<file path="src/rtl/piso_serializer_pkg.sv">
// ---------------------------------------------------------------------------
// piso_pkg
//   Shared definitions for the parallel-in/serial-out serializer:
//     - default word width and FIFO depth
//     - FSM state type and its one-hot encodings
// ---------------------------------------------------------------------------
package piso_pkg;

  localparam int DEF_DATA_W     = 8;
  localparam int DEF_FIFO_DEPTH = 16;

  typedef logic [2:0] state_t;

  localparam state_t S_FIFO_EMPTY        = 3'b001;
  localparam state_t S_RD_FIFO           = 3'b010;
  localparam state_t S_DRIVE_SERIAL_INTF = 3'b100;

endpackage

</file>
<file path="src/rtl/piso_serializer_if.sv">
// ---------------------------------------------------------------------------
// piso_serializer_if
//   Both handshakes of the serializer in one bundle.
//     data_i/valid_i/ready_o : parallel word side (producer -> block)
//     data_o/valid_o/ready_i : serial bit side   (block -> consumer)
//   Handshake rule (both sides): a transfer happens at a rising edge where
//   valid and ready are both high. A source keeps valid and its data stable
//   until the transfer happens; ready never depends on valid.
//   Modports: slave = the serializer, master = whatever drives it.
// ---------------------------------------------------------------------------
interface piso_serializer_if #(
  parameter int DATA_W = piso_pkg::DEF_DATA_W
) ();

  logic [DATA_W-1:0] data_i;
  logic              valid_i;
  logic              ready_o;
  logic              data_o;
  logic              valid_o;
  logic              ready_i;

  modport slave (
    input  data_i, valid_i, ready_i,
    output ready_o, data_o, valid_o
  );

  modport master (
    output data_i, valid_i, ready_i,
    input  ready_o, data_o, valid_o
  );

endinterface

</file>
<file path="src/rtl/piso_serializer_sync_fifo.sv">
// ---------------------------------------------------------------------------
// piso_sync_fifo
//   Single-clock FIFO with show-ahead read (rd_data is the head word).
//   Ports:
//     pclk_i, rst_i       clock, asynchronous active-low reset
//     wr_en, wr_data      push (ignored while full)
//     rd_en, rd_data      pop  (ignored while empty), head word
//     full, empty         derived from the registered occupancy count
// ---------------------------------------------------------------------------
module piso_sync_fifo #(
  parameter int DATA_W     = 8,
  parameter int FIFO_DEPTH = 16,
  parameter int ADDR_W     = $clog2(FIFO_DEPTH)
) (
  input  logic              pclk_i,
  input  logic              rst_i,
  input  logic              wr_en,
  input  logic [DATA_W-1:0] wr_data,
  input  logic              rd_en,
  output logic [DATA_W-1:0] rd_data,
  output logic              full,
  output logic              empty
);

  logic [DATA_W-1:0] mem [FIFO_DEPTH];
  logic [ADDR_W-1:0] wr_ptr_q;
  logic [ADDR_W-1:0] rd_ptr_q;
  logic [ADDR_W:0]   count_q;
  logic              wr_ok;
  logic              rd_ok;

  assign full  = (count_q == (ADDR_W+1)'(FIFO_DEPTH));
  assign empty = (count_q == '0);

  // Gate internally so a misbehaving caller can never corrupt the count.
  assign wr_ok = wr_en && !full;
  assign rd_ok = rd_en && !empty;

  // Depth is a power of two, so natural pointer overflow is the wrap.
  always_ff @(posedge pclk_i or negedge rst_i) begin
    if (!rst_i) begin
      wr_ptr_q <= '0;
      rd_ptr_q <= '0;
      count_q  <= '0;
    end else begin
      if (wr_ok) wr_ptr_q <= wr_ptr_q + 1'b1;
      if (rd_ok) rd_ptr_q <= rd_ptr_q + 1'b1;
      case ({wr_ok, rd_ok})
        2'b10:   count_q <= count_q + 1'b1;
        2'b01:   count_q <= count_q - 1'b1;
        default: count_q <= count_q;
      endcase
    end
  end

  // Storage carries no reset; only pointers/count define validity.
  always_ff @(posedge pclk_i) begin
    if (wr_ok) mem[wr_ptr_q] <= wr_data;
  end

  assign rd_data = mem[rd_ptr_q];

endmodule

</file>
<file path="src/rtl/piso_serializer.sv">
// ---------------------------------------------------------------------------
// piso_serializer
//   Buffers DATA_W-bit words in a FIFO and shifts each one out MSB first,
//   one bit per accepted serial beat.
//   Ports:
//     pclk_i   clock (rising edge)
//     rst_i    asynchronous active-low reset
//     bus      piso_serializer_if.slave (parallel in / serial out handshakes)
//     state_o  current FSM state (debug visibility)
// ---------------------------------------------------------------------------
module piso_serializer
  import piso_pkg::*;
#(
  parameter int DATA_W     = DEF_DATA_W,
  parameter int FIFO_DEPTH = DEF_FIFO_DEPTH,
  parameter int ADDR_W     = $clog2(FIFO_DEPTH)
) (
  input  logic                    pclk_i,
  input  logic                    rst_i,
  piso_serializer_if.slave        bus,
  output state_t                  state_o
);

  localparam int CNT_W = (DATA_W > 1) ? $clog2(DATA_W) : 1;
  localparam logic [CNT_W-1:0] LAST_BIT = CNT_W'(DATA_W - 1);

  state_t            state_q;
  logic [DATA_W-1:0] shreg_q;
  logic [CNT_W-1:0]  bit_cnt_q;
  logic              run_q;

  logic              fifo_full;
  logic              fifo_empty;
  logic [DATA_W-1:0] fifo_rd_data;
  logic              wr_en;
  logic              rd_en;
  logic              beat;

  // run_q holds ready_o low through reset and rises on the first edge after
  // release, independent of the FIFO's own full flag.
  assign bus.ready_o = run_q && !fifo_full;
  assign wr_en       = bus.valid_i && bus.ready_o;
  assign rd_en       = (state_q == S_RD_FIFO);
  assign beat        = (state_q == S_DRIVE_SERIAL_INTF) && bus.ready_i;

  assign bus.valid_o = (state_q == S_DRIVE_SERIAL_INTF);
  assign bus.data_o  = (state_q == S_DRIVE_SERIAL_INTF) ? shreg_q[DATA_W-1] : 1'b0;
  assign state_o     = state_q;

  piso_sync_fifo #(
    .DATA_W     (DATA_W),
    .FIFO_DEPTH (FIFO_DEPTH),
    .ADDR_W     (ADDR_W)
  ) u_fifo (
    .pclk_i  (pclk_i),
    .rst_i   (rst_i),
    .wr_en   (wr_en),
    .wr_data (bus.data_i),
    .rd_en   (rd_en),
    .rd_data (fifo_rd_data),
    .full    (fifo_full),
    .empty   (fifo_empty)
  );

  always_ff @(posedge pclk_i or negedge rst_i) begin
    if (!rst_i) begin
      state_q   <= S_FIFO_EMPTY;
      shreg_q   <= '0;
      bit_cnt_q <= '0;
      run_q     <= 1'b0;
    end else begin
      run_q <= 1'b1;
      case (state_q)
        S_FIFO_EMPTY: begin
          if (!fifo_empty) state_q <= S_RD_FIFO;
        end
        S_RD_FIFO: begin
          shreg_q   <= fifo_rd_data;
          bit_cnt_q <= '0;
          state_q   <= S_DRIVE_SERIAL_INTF;
        end
        S_DRIVE_SERIAL_INTF: begin
          if (beat) begin
            shreg_q   <= shreg_q << 1;
            bit_cnt_q <= bit_cnt_q + 1'b1;
            // Last beat: go straight to the next word if one is waiting.
            if (bit_cnt_q == LAST_BIT) begin
              state_q <= fifo_empty ? S_FIFO_EMPTY : S_RD_FIFO;
            end
          end
        end
        default: state_q <= S_FIFO_EMPTY;
      endcase
    end
  end

endmodule

</file>
<file path="src/flat_wrapper.sv">
// flat-port wrapper written by rule: the top's interface ports become plain ports
module piso_serializer_flat import piso_pkg::*;
#(
  parameter int DATA_W     = DEF_DATA_W,
  parameter int FIFO_DEPTH = DEF_FIFO_DEPTH,
  parameter int ADDR_W     = $clog2(FIFO_DEPTH)
)
  (pclk_i, rst_i, state_o, bus_data_i, bus_valid_i, bus_ready_i, bus_ready_o, bus_data_o, bus_valid_o);
  piso_serializer_if #(.DATA_W(DATA_W)) bus_i ();
  input  logic pclk_i;
  input  logic rst_i;
  output state_t state_o;
  input wire logic [$bits(bus_i.data_i)-1:0] bus_data_i;
  input wire logic [$bits(bus_i.valid_i)-1:0] bus_valid_i;
  input wire logic [$bits(bus_i.ready_i)-1:0] bus_ready_i;
  output wire logic [$bits(bus_i.ready_o)-1:0] bus_ready_o;
  output wire logic [$bits(bus_i.data_o)-1:0] bus_data_o;
  output wire logic [$bits(bus_i.valid_o)-1:0] bus_valid_o;
  assign bus_i.data_i = bus_data_i;
  assign bus_i.valid_i = bus_valid_i;
  assign bus_i.ready_i = bus_ready_i;
  assign bus_ready_o = bus_i.ready_o;
  assign bus_data_o = bus_i.data_o;
  assign bus_valid_o = bus_i.valid_o;
  piso_serializer #(.DATA_W(DATA_W), .FIFO_DEPTH(FIFO_DEPTH), .ADDR_W(ADDR_W)) u_core (.pclk_i(pclk_i), .rst_i(rst_i), .bus(bus_i), .state_o(state_o));
endmodule
</file>
<file path="config.mk">
export PLATFORM = sky130hd
export DESIGN_NAME = piso_serializer_flat
export DESIGN_NICKNAME = d
export VERILOG_FILES = /design/src/rtl/piso_serializer_pkg.sv /design/src/rtl/piso_serializer_if.sv /design/src/rtl/piso_serializer_sync_fifo.sv /design/src/rtl/piso_serializer.sv /design/src/flat_wrapper.sv
export SDC_FILE = /design/constraint.sdc
export NUM_CORES = 1
export LEC_CHECK = 0
export CAP_MARGIN = 5
export CELL_PAD_IN_SITES_DETAIL_PLACEMENT = 2
export CELL_PAD_IN_SITES_GLOBAL_PLACEMENT = 2
export CORE_UTILIZATION = 40
export CTS_CLUSTER_SIZE = 25
export DETAILED_ROUTE_END_ITERATION = 6
export PLACE_DENSITY_LB_ADDON = 0.25
export SKIP_LAST_GASP = 1
export SYNTH_ARGS = -nofsm -noshare
export SYNTH_HDL_FRONTEND = slang
export SYNTH_SLANG_ARGS = --single-unit
</file>
<file path="constraint.sdc">
create_clock -name pclk_i -period 4.1 [get_ports pclk_i]
set_clock_uncertainty 0.1 [all_clocks]
set_input_delay 0.615 -clock pclk_i [delete_from_list [all_inputs] [get_ports pclk_i]]
set_output_delay 0.615 -clock pclk_i [all_outputs]
set_load 0.01 [all_outputs]
</file>
# After elaboration in Yosys (flattened, before gate mapping)
# Memory sizes are Yosys's and may differ from the RTL's.
# Cells that the tools add are included.
[totals]
regBits = 28
mem_bits_rw = 128
inputBits = 12
output_inout_bits = 6
wordCells = 48
mem_count = 1
[memory_table]
columns = ["name", "words", "word_bits", "rd", "rd_clocked_by_memory_dff", "write_ports", "line_no", "rtl"]
rows = [
  ["u_core.u_fifo.mem", 16, 8, 1, 0, 1, "piso_serializer_sync_fifo.sv:25", "logic [DATA_W-1:0] mem [FIFO_DEPTH];"],
]
[classes]
addsub = 5
n_eq_ne = 10
muxes = 13
n_reduce_logical = 12
[op_table]
columns = ["operator", "count"]
rows = [
  ["$pmux 8 s2", 1],
  ["$mux 3", 4],
  ["$pmux 5 s2", 1],
  ["$pmux 3 s3", 1],
  ["$add 4x1->4 const B", 2],
  ["$mux 8", 1],
  ["$eq 3x3->1 const B", 2],
  ["$pmux 3 s2", 1],
  ["$add 5x1->5 const B", 1],
  ["$eq 5x5->1 const B", 1],
  ["$logic_and 1x1->1", 5],
  ["$logic_not 5->1", 1],
  ["$sub 5x1->5 const B", 1],
  ["$ne 2x1->1 const B", 2],
  ["$reduce_bool 2->1", 2],
  ["$add 3x1->3 const B", 1],
  ["$eq 3x1->1 const B", 1],
  ["$eq 3x2->1 const B", 1],
  ["$mux 1", 3],
  ["$reduce_and 3->1", 1],
  ["$eq 2x1->1 const B", 1],
  ["$eq 2x2->1 const B", 1],
  ["$logic_not 1->1", 2],
  ["$mux 2", 1],
  ["other kinds (2)", 2],
]

# Depth between registers and ports, before layout
# Gate-level depths: netlist (run 1).
[logic_depth]
word_depth = 7
mapped_depth = 12

# By module
# A second synthesis (run 1) with hierarchy kept.
[unflattened]
cells_unflattened = 392
area_unflattened_um2 = 6586.3
[by_module_without_submodules]
columns = ["module", "n_inst", "cells_per_inst", "area_each_um2", "seq_area_each_um2"]
rows = [
  ["piso_sync_fifo", 1, 332, 5779.3, 4169.0],
  ["piso_serializer", 1, 60, 807.0, 376.6],
]

# Worst setup path after synthesis (run 1)
# No wires, ideal clock.
[synth_timing]
path_type = "reg-to-reg"
startpoint = "register u_core.u_fifo.count_q[2]"
endpoint = "register u_core.u_fifo.count_q[4]"
setup_time_ps = 124
arrival_time_ps = 2982
required_time_ps = 3876
setup_slack_ps = 893
stages_incl_launch_ff = 13
n_path_buf = 3
period_less_slack_ps = 3207
path_cell_list = "dfrtp_1 -> buf_6 -> or4_4 -> o211ai_2 -> buf_6 -> ha_1 -> clkbuf_1 -> xor2_1 -> ha_1 -> or4bb_1 -> a21oi_1 -> o21ai_0 -> xnor2_1"
[synth_between]
elab_chain_cells = 7
[synth_rtl]
columns = ["item", "line_no", "rtl"]
rows = [
  ["start: declaration", "piso_serializer_sync_fifo.sv:28", "logic [ADDR_W:0] count_q;"],
  ["start signal: assignment", "piso_serializer_sync_fifo.sv:49", "2'b10: count_q <= count_q + 1'b1;"],
  ["start signal: assignment", "piso_serializer_sync_fifo.sv:50", "2'b01: count_q <= count_q - 1'b1;"],
  ["start signal: assignment", "piso_serializer_sync_fifo.sv:51", "default: count_q <= count_q;"],
  ["$eq 5x5->1", "piso_serializer_sync_fifo.sv:32", "assign full = (count_q == (ADDR_W+1)'(FIFO_DEPTH));"],
  ["$logic_not 1->1", "piso_serializer_sync_fifo.sv:36, piso_serializer.sv:41", ""],
  ["$logic_and 1x1->1", "piso_serializer.sv:41", "assign bus.ready_o = run_q && !fifo_full;"],
  ["$logic_and 1x1->1", "piso_serializer.sv:42", "assign wr_en = bus.valid_i && bus.ready_o;"],
  ["$logic_and 1x1->1", "piso_serializer_sync_fifo.sv:36", "assign wr_ok = wr_en && !full;"],
  ["$eq 2x1->1 / $eq 2x2->1 (equally long branches)", "piso_serializer_sync_fifo.sv:48", "case ({wr_ok, rd_ok})"],
  ["$pmux 5 s2 / $reduce_bool 2->1 (equally long branches)", "-", ""],
]
# Parallel ways exist; a longest one is shown, timed or not.
# A chain may end at the register's enable or synchronous reset.

# Worst setup path after layout (run 1)
[layout_timing]
startpoint = "register u_core.state_q[1] (netlist: u_core.state_o[1])"
endpoint = "register u_core.u_fifo.count_q[4]"
[layout_between]
elab_chain_cells = 4
[layout_rtl]
columns = ["item", "line_no", "rtl"]
rows = [
  ["start: declaration", "piso_serializer.sv:27", "state_t state_q;"],
  ["start signal: assignment", "piso_serializer.sv:88", "state_q <= fifo_empty ? S_FIFO_EMPTY : S_RD_FIFO;"],
  ["$eq 3x2->1 (*)", "piso_serializer.sv:43", "assign rd_en = (state_q == S_RD_FIFO);"],
  ["$logic_and 1x1->1 (*)", "piso_serializer_sync_fifo.sv:37", "assign rd_ok = rd_en && !empty;"],
  ["named net u_core.u_fifo.rd_ok", "piso_serializer_sync_fifo.sv:30", "logic rd_ok;"],
  ["$eq 2x1->1 / $eq 2x2->1 (equally long branches)", "piso_serializer_sync_fifo.sv:48", ""],
  ["$pmux 5 s2 / $reduce_bool 2->1 (equally long branches)", "-", ""],
]
# The timed path passes the listed nets; every way through them passes the cells marked *.

==> results of run 1 <==
-- cells in the mapped netlist (6+ instances only) --
master and n:
edfxtp_1 128, and2_1 10, o22ai_1 12, mux2i_1 26
ha_1 10, clkbuf_1 7, nand3_1 7, nor2_1 10
a21oi_1 19, nand2b_1 6, a22oi_1 6, dfrtp_1 27
buf_2 9, xor2_1 7, mux4_2 21
-- worst reg2reg max path: cells and delay by family, from the launching register on --
| kind | cells | cell delay (ns) |
|---|---|---|
| AO/OA/AOI/OAI | 3 | 0.71 |
| XOR/XNOR | 2 | 0.33 |
| adder cells (fa/ha/maj) | 2 | 0.75 |
| flip-flops | 1 | 0.62 |
| AND/OR/NAND/NOR | 2 | 0.93 |
-- routing by layer --
metal	global-route usage	wire length, µm	vias up	share of wire
met5	0	0	-	0
met4	0.0548	129	0	0.0081
met3	0.0440	370	11	0.023
met2	0.335	7980	48	0.50
met1	0.274	7410	1911	0.47
li1	-	-	1602	-
-- metrics by stage --
step	hold WS (ns)	cell area (µm²)	std cells	total power [mW]
final	0.408	7530	640	5.04
after global routing	0.441	7530	640	5.27
after floorplan	0.219	6600	393	3.10
after CTS	0.417	7530	640	5.10
after global placement	0.400	6950	608	3.45
after detailed placement	0.399	6950	608	3.52
-- flip-flops by register name, indices dropped and copies added, names as in the netlist --
register	flops
u_core.u_fifo.mem	128
u_core.shreg_q	8
u_core.u_fifo.count_q	5
u_core.u_fifo.rd_ptr_q	4
u_core.u_fifo.wr_ptr_q	4
u_core.bit_cnt_q	3
u_core.state_o	3
u_core.run_q	1
-- power by group through the flow --
| stage | clock network [mW] | logic, mW | registers, mW |
|---|---|---|---|
| 2_1_floorplan | 0 | 1.08 | 2.02 |
| 3_3_place_gp | 0 | 1.22 | 2.23 |
| 3_5_place_dp | 0 | 1.27 | 2.25 |
| 4_1_cts | 1.58 | 1.29 | 2.23 |
| 5_1_grt | 1.64 | 1.37 | 2.26 |
| 6_report | 1.55 | 1.27 | 2.22 |
-- area by class of cell --
cell class                 instances  area, µm²  share of cell area
sequential                       156       4550               0.604
multi-input combinational        209       1900               0.253
clock buffer                      17        425              0.0565
tap                              216        270              0.0359
timing repair buffer              22        208              0.0276
clock inverter                    15        155              0.0206
inverter                           5       18.8             0.00249
-- worst paths after layout --
path                                    from                        to  slack, ns  depth (start not counted)
max                        u_core.state_o[1]  u_core.u_fifo.count_q[4]       0.55                          9
min                        u_core.shreg_q[0]         u_core.shreg_q[0]       0.41                          2
max reg2reg                u_core.state_o[1]  u_core.u_fifo.count_q[4]       0.55                          9
min reg2reg                u_core.shreg_q[0]         u_core.shreg_q[0]       0.41                          2
max in group asynchronous              rst_i         u_core.state_o[0]       3.10                          2
min in group asynchronous              rst_i         u_core.shreg_q[3]       0.48                          2
-- cells by family (layout without fill, tap and decap cells) --
kind of cell,after synthesis,count (layout)
buffers and inverters,28,59
other,1,1
multiplexers,52,52
AO/OA/AOI/OAI,69,69
AND/OR/NAND/NOR,65,65
flip-flops,156,156
XOR/XNOR,12,12
adder cells (fa/ha/maj),10,10
==> reports/summary.txt, run 1 <==
Synth Register Bits = 156
CTS Hold Bufs = 0
CTS clk-pin slew, worst paths = 0.07 ns
CP bufs+invs = 0
Cell Area, Synth = 6600 µm²
Simple-gate area share of the yosys netlist = 0.0615
Via density = 5.58
Status = complete, no violations
Drt wl/cell = 24.8 µm
Clock Latency Late Sink = 0.43 ns
Leakage = 2.55 nW
Logic pwr share = 0.252
Layout Nets = 433
Worst Path Required = 4.31 ns
Internal power = 3.38 mW
Post-synthesis compound-gate area fraction = 0.0719
Critical path, cell by cell = or3b_1 > a21oi_1 > ha_1 > xor2_1 > ha_1 > or4bb_1 > a21oi_1 > o21ai_0 > xnor2_1
Filler Cell Count = 1509
P_sw = 1.66 mW
PwrDens = 670 nW/µm²
CP max stage cell = dfrtp_1
Mapped Cells = 393
Die ar. = 17000 µm²
Sw Ratio = 0.330
Area share of the largest cell type after synthesis = 0.583
Initial core utilization = 0.412
Max-Cap Viols = 0
Most frequent cells in the layout = edfxtp_1 (128), mux2i_1 (26), dfrtp_1 (26)
Setup CP Type = reg2reg
Fin crit share = 0.865
First-pass GRT wire length = 23900 µm
I/O pin cnt = 18
Crit path setup slack, layout = 0.553 ns
Worst hold path class = reg2reg
WL final = 15900 µm
CP Launch Type = register
N_diodes = 0
Least-Margin Pin Slew = 1.14 ns
Sequential-to-total area share from yosys stat = 0.689
DRC viols = 0
RSZ-0062 raised after global routing = no
Minimum clock period = 3.55 ns
Pins Over Slew Limit = 0
Via count = 3572
Port bufs = 17
Synth Net Count = 415
Placer Congestion = 0.702
Number of flops mapped to enable cells by yosys = 128
Distinct cells, synth = 56
Largest net degree at the start of global routing = 35
Largest family of logic cells by synthesized area = multiplexers
Post-Synth XOR/XNOR Area = 0.0159
Endpoints failing setup = 0
FP Rows = 46
Core area = 16000 µm²
Area contributors post-synth = edfxtp_1 (58%), dfrtp_1 (10%), mux4_2 (7.2%)
Drt first pass iters = 4
Reg power frac = 0.440
Vias in the first global route = 3823
Layout cells sized above 1 = 0.175
Area Growth Syn to Fin = 14.1%
Ys async rst share = 0.179
DR iter-0 viols = 243
Post-place setup slack = 0.563 ns
Max_slew headroom = 0.240
Fin util = 0.470
Clk pwr share = 0.308
CTS Buffer Depth = 2
Ys flop type = edfxtp_1
Post-Syn Area per Cell = 16.8 µm²
Largest stage delay, worst path = 0.62 ns
H-tree Lvls = 4
Clock sink total = 156
Die Span X = 130 µm
Setup Buffers After CTS = 0
Yosys top cell by area = edfxtp_1
Crit path capture type = register
Initial antenna violation count = 0
Die height = 130 µm
GRT Overall Usage = 0.203
Max Fclk = 0.282 GHz
HPWL after DPL = 10300 µm
Max Fanout on Critical Path = 15
Total gr overflow = 0
Max IR drop VDD = 297 µV
Total CTS buffers = 17
Synth warn = 0
Final ANT Viol Nets = 0
Worst path top cell family by delay = simple AND/OR/NAND/NOR gates
Final Hold Vio Count = 0
CTS resizes = 0
CTS tree = built
Setup_tns = 0 ns
Mux cell area share after synthesis = 0.120
Worst Path Arrival = 3.76 ns
Post-synthesis adder-cell area fraction = 0.0190
Most common cell after layout, fill and taps aside = edfxtp_1
CTS root buf = clkbuf_16
No activity file was read; power rests on OpenSTA's default activity.
==> run 2, diff against run 1 <==
--- a/config.mk
+++ b/config.mk
@@ -11,6 +11,7 @@
 export CORE_UTILIZATION = 40
 export CTS_CLUSTER_SIZE = 25
 export DETAILED_ROUTE_END_ITERATION = 6
+export GPL_ROUTABILITY_DRIVEN = 0
 export PLACE_DENSITY_LB_ADDON = 0.25
 export SKIP_LAST_GASP = 1
 export SYNTH_ARGS = -nofsm -noshare
==> results of run 2 <==
Final layout, timing and power as in run 1 (identical DEF).
==> run 3, diff against run 2 <==
--- a/config.mk
+++ b/config.mk
@@ -5,6 +5,7 @@
 export SDC_FILE = /design/constraint.sdc
 export NUM_CORES = 1
 export LEC_CHECK = 0
+export ABC_AREA = 1
 export CAP_MARGIN = 5
 export CELL_PAD_IN_SITES_DETAIL_PLACEMENT = 2
 export CELL_PAD_IN_SITES_GLOBAL_PLACEMENT = 2
==> reports/summary.txt, run 3 <==
Status = complete, no violations
Die ar. = 17800 µm² (+4.4%)
RSZ-0062 raised after global routing = no
Most frequent cells in the layout = nand2_1 (229), edfxtp_1 (128), nand3_1 (86)
Design area = 7870 µm² (+4.5%)
Initial core utilization = 0.413 (+0.000538)
GRT Overall Usage = 0.258 (+0.0550)
First-pass GRT wire length = 33100 µm (+38%)
Max Fclk = 0.340 GHz (+21%)
Sequential-to-total area share from yosys stat = 0.659 (-0.0298)
Worst hold path class = reg2reg
CTS Hold Bufs = 0 (unchanged)
Cell Area, Synth = 6890 µm² (+4.5%)
Max Fanout on Critical Path = 6 (-9)
Clock Latency Late Sink = 0.43 ns (about the same)
Critical path capture point = u_core.u_fifo.count_q[4]
Reg-to-reg endpoint = u_core.u_fifo.count_q[4]
Worst Path Required = 4.32 ns (about the same)
Ys async rst share = 0.179 (unchanged)
Most common cell after layout, fill and taps aside = nand2_1
Endpoints failing setup = 0 (unchanged)
Area share of the largest cell type after synthesis = 0.558 (-0.0252)
Yosys top cell by area = edfxtp_1
DR iter-0 viols = 285 (+17%)
Synth warn = 0 (unchanged)
Biggest regs = u_core.u_fifo.mem (128), u_core.shreg_q (8), u_core.u_fifo.count_q (5)
Pins Over Slew Limit = 0 (unchanged)
Synth Net Count = 706 (+70%)
Leakage = 3.34 nW (+31%)
Critical path, cell by cell = inv_1 > nand3_1 > inv_1 > nand2_1 > inv_1 > ha_1 > xor2_1 > ha_1 > o21ai_0 > o21ai_0 > nand3_1 > nand2_1 > nand2_1
Setup CP Type = reg2reg
CTS root buf = clkbuf_16
CTS Buffer Depth = 2 (unchanged)
HPWL after DPL = 13000 µm (+26%)
Setup Buffers After CTS = 0 (unchanged)
PwrDens = 714 nW/µm² (+6.6%)
H-tree Lvls = 4 (unchanged)
WL final = 21300 µm (+34%)
Layout cells sized above 1 = 0.0605 (-0.114)
Area contributors post-synth = edfxtp_1 (56%), nand2_1 (12%), dfrtp_1 (9.8%)
R2r setup slk = 1.16 ns (+0.61 ns)
Setup crit start = u_core.state_o[2]
CTS resizes = 0 (unchanged)
DRC viols = 0 (unchanged)
Clock sink total = 156 (unchanged)
Core area = 16700 µm² (+4.4%)
Post-Syn Area per Cell = 10.1 µm² (-40%)
Total gr overflow = 0 (unchanged)
Dpl cell area = 7230 µm² (+4.1%)
Biggest register = u_core.u_fifo.mem
Crit path capture type = register
RR Startpoint = u_core.state_o[2]
Most frequent cells after synthesis = nand2_1 (229), edfxtp_1 (128), nand3_1 (86)
Synth Register Bits = 156 (unchanged)
Fin crit share = 0.717 (-0.148)
Max-Cap Viols = 0 (unchanged)
Via density = 5.24 (-6.0%)
Max IR drop VDD = 290 µV (-2.6%)
Initial antenna violation count = 0 (unchanged)
FP Rows = 47 (+2.2%)
Worst R2R Path Depth = 13 (+4)
Least-Margin Pin Slew = 1.02 ns (-0.116 ns)
Worst Path Arrival = 3.16 ns (-0.60 ns)
Die Span X = 133 µm (+2.2%)
Port bufs = 17 (unchanged)
Area Growth Syn to Fin = 14.2% (about the same)
I/O pin cnt = 18 (unchanged)
Number of flops mapped to enable cells by yosys = 128 (unchanged)
Total CTS buffers = 17 (unchanged)
Distinct cells, synth = 29 (-48%)
Levels on crit path = 13 (+4)
Final ANT Viol Nets = 0 (unchanged)
Vias in the first global route = 5497 (+44%)
Ys flop type = edfxtp_1
CP bufs+invs = 3 (+3)
Drt wl/cell = 22.9 µm (-7.8%)
Setup_tns = 0 ns (unchanged)
Largest net degree at the start of global routing = 73 (+110%)
CP max stage cell = dfrtp_1
Max_slew headroom = 0.317 (+0.0773)
N_diodes = 0 (unchanged)
Dominant cell by count in the synthesized netlist = nand2_1
Drt first pass iters = 4 (unchanged)
Max FFs per register = 128 (unchanged)
Via count = 4882 (+37%)
Die height = 133 µm (+2.2%)
Layout Nets = 720 (+66%)
Worst path top cell family by delay = simple AND/OR/NAND/NOR gates
CTS tree = built
CTS clk-pin slew, worst paths = 0.06 ns (about the same)
Largest stage delay, worst path = 0.40 ns (-0.22 ns)
Minimum clock period = 2.94 ns (-0.608 ns)
Mapped Cells = 684 (+74%)
CP Launch Type = register
Final Hold Vio Count = 0 (unchanged)
-- run 3: power breakdown --
part / internal [mW] / switching [mW] / leakage, nW
Combinational: 0.507 / 1.33 / 1.54
Clock: 1.07 / 0.644 / 0.303
Sequential: 1.91 / 0.164 / 1.50
Total: 3.49 / 2.13 / 3.34
-- run 3: final cells by class --
cell class / count / area, µm²
fill: 1736 / 8830
sequential: 156 / 4550
multi-input combinational: 417 / 1890
clock buffer: 22 / 474
inverter: 85 / 319
tap: 220 / 275
timing repair buffer: 21 / 200
clock inverter: 10 / 165
-- run 3: cell families (layout without fill, tap and decap cells) --
kind of cell / after synthesis / in the layout / share of synthesized area
simple gates: 370 / 370 / 0.222
flops: 156 / 156 / 0.659
buf+inv: 111 / 138 / 0.0666
compound gates: 27 / 27 / 0.0220
fa+ha+maj: 10 / 10 / 0.0182
xor+xnor: 9 / 9 / 0.0114
other cells: 1 / 1 / 0.000544
-- run 3: worst min path at each step --
stage                   startpoint             endpoint  slack (ns)  cells after the start
3_3_place_gp   u_core.bit_cnt_q[1]  u_core.bit_cnt_q[1]        0.36                      2
4_1_cts          u_core.shreg_q[0]    u_core.shreg_q[0]        0.39                      2
6_report         u_core.shreg_q[0]    u_core.shreg_q[0]        0.39                      2
2_1_floorplan                rst_i  u_core.bit_cnt_q[0]        0.22                      0
3_5_place_dp     u_core.shreg_q[2]    u_core.shreg_q[2]        0.37                      2
5_1_grt          u_core.shreg_q[3]    u_core.shreg_q[3]        0.43                      2
-- run 3: per-layer routing --
layer  GRT usage  vias up  wire [µm]
met5           0        -          0
met4       0.124        0        711
met3      0.0540       42        770
met2       0.441       89      11000
met1       0.311     2499       8790
li1            -     2252          -
-- run 3: worst reg2reg max path: cells and delay by family (launching register included) --
kind	cells	cell delay, ns
AND/OR/NAND/NOR	5	0.58
buffers and inverters	3	0.52
adder cells (fa/ha/maj)	2	0.52
AO/OA/AOI/OAI	2	0.47
flip-flops	1	0.40
XOR/XNOR	1	0.25
-- run 3: through the flow --
stage	hold slack, ns	setup slack, ns	power [mW]	std cells	util
after floorplan	0.219	1.79	3.25	684	-
after global placement	0.358	1.21	3.76	899	0.433
after detailed placement	0.370	0.998	3.88	899	0.433
after CTS	0.388	1.17	5.67	931	0.471
after global routing	0.426	0.968	5.93	931	0.471
final	0.389	1.16	5.62	931	0.471
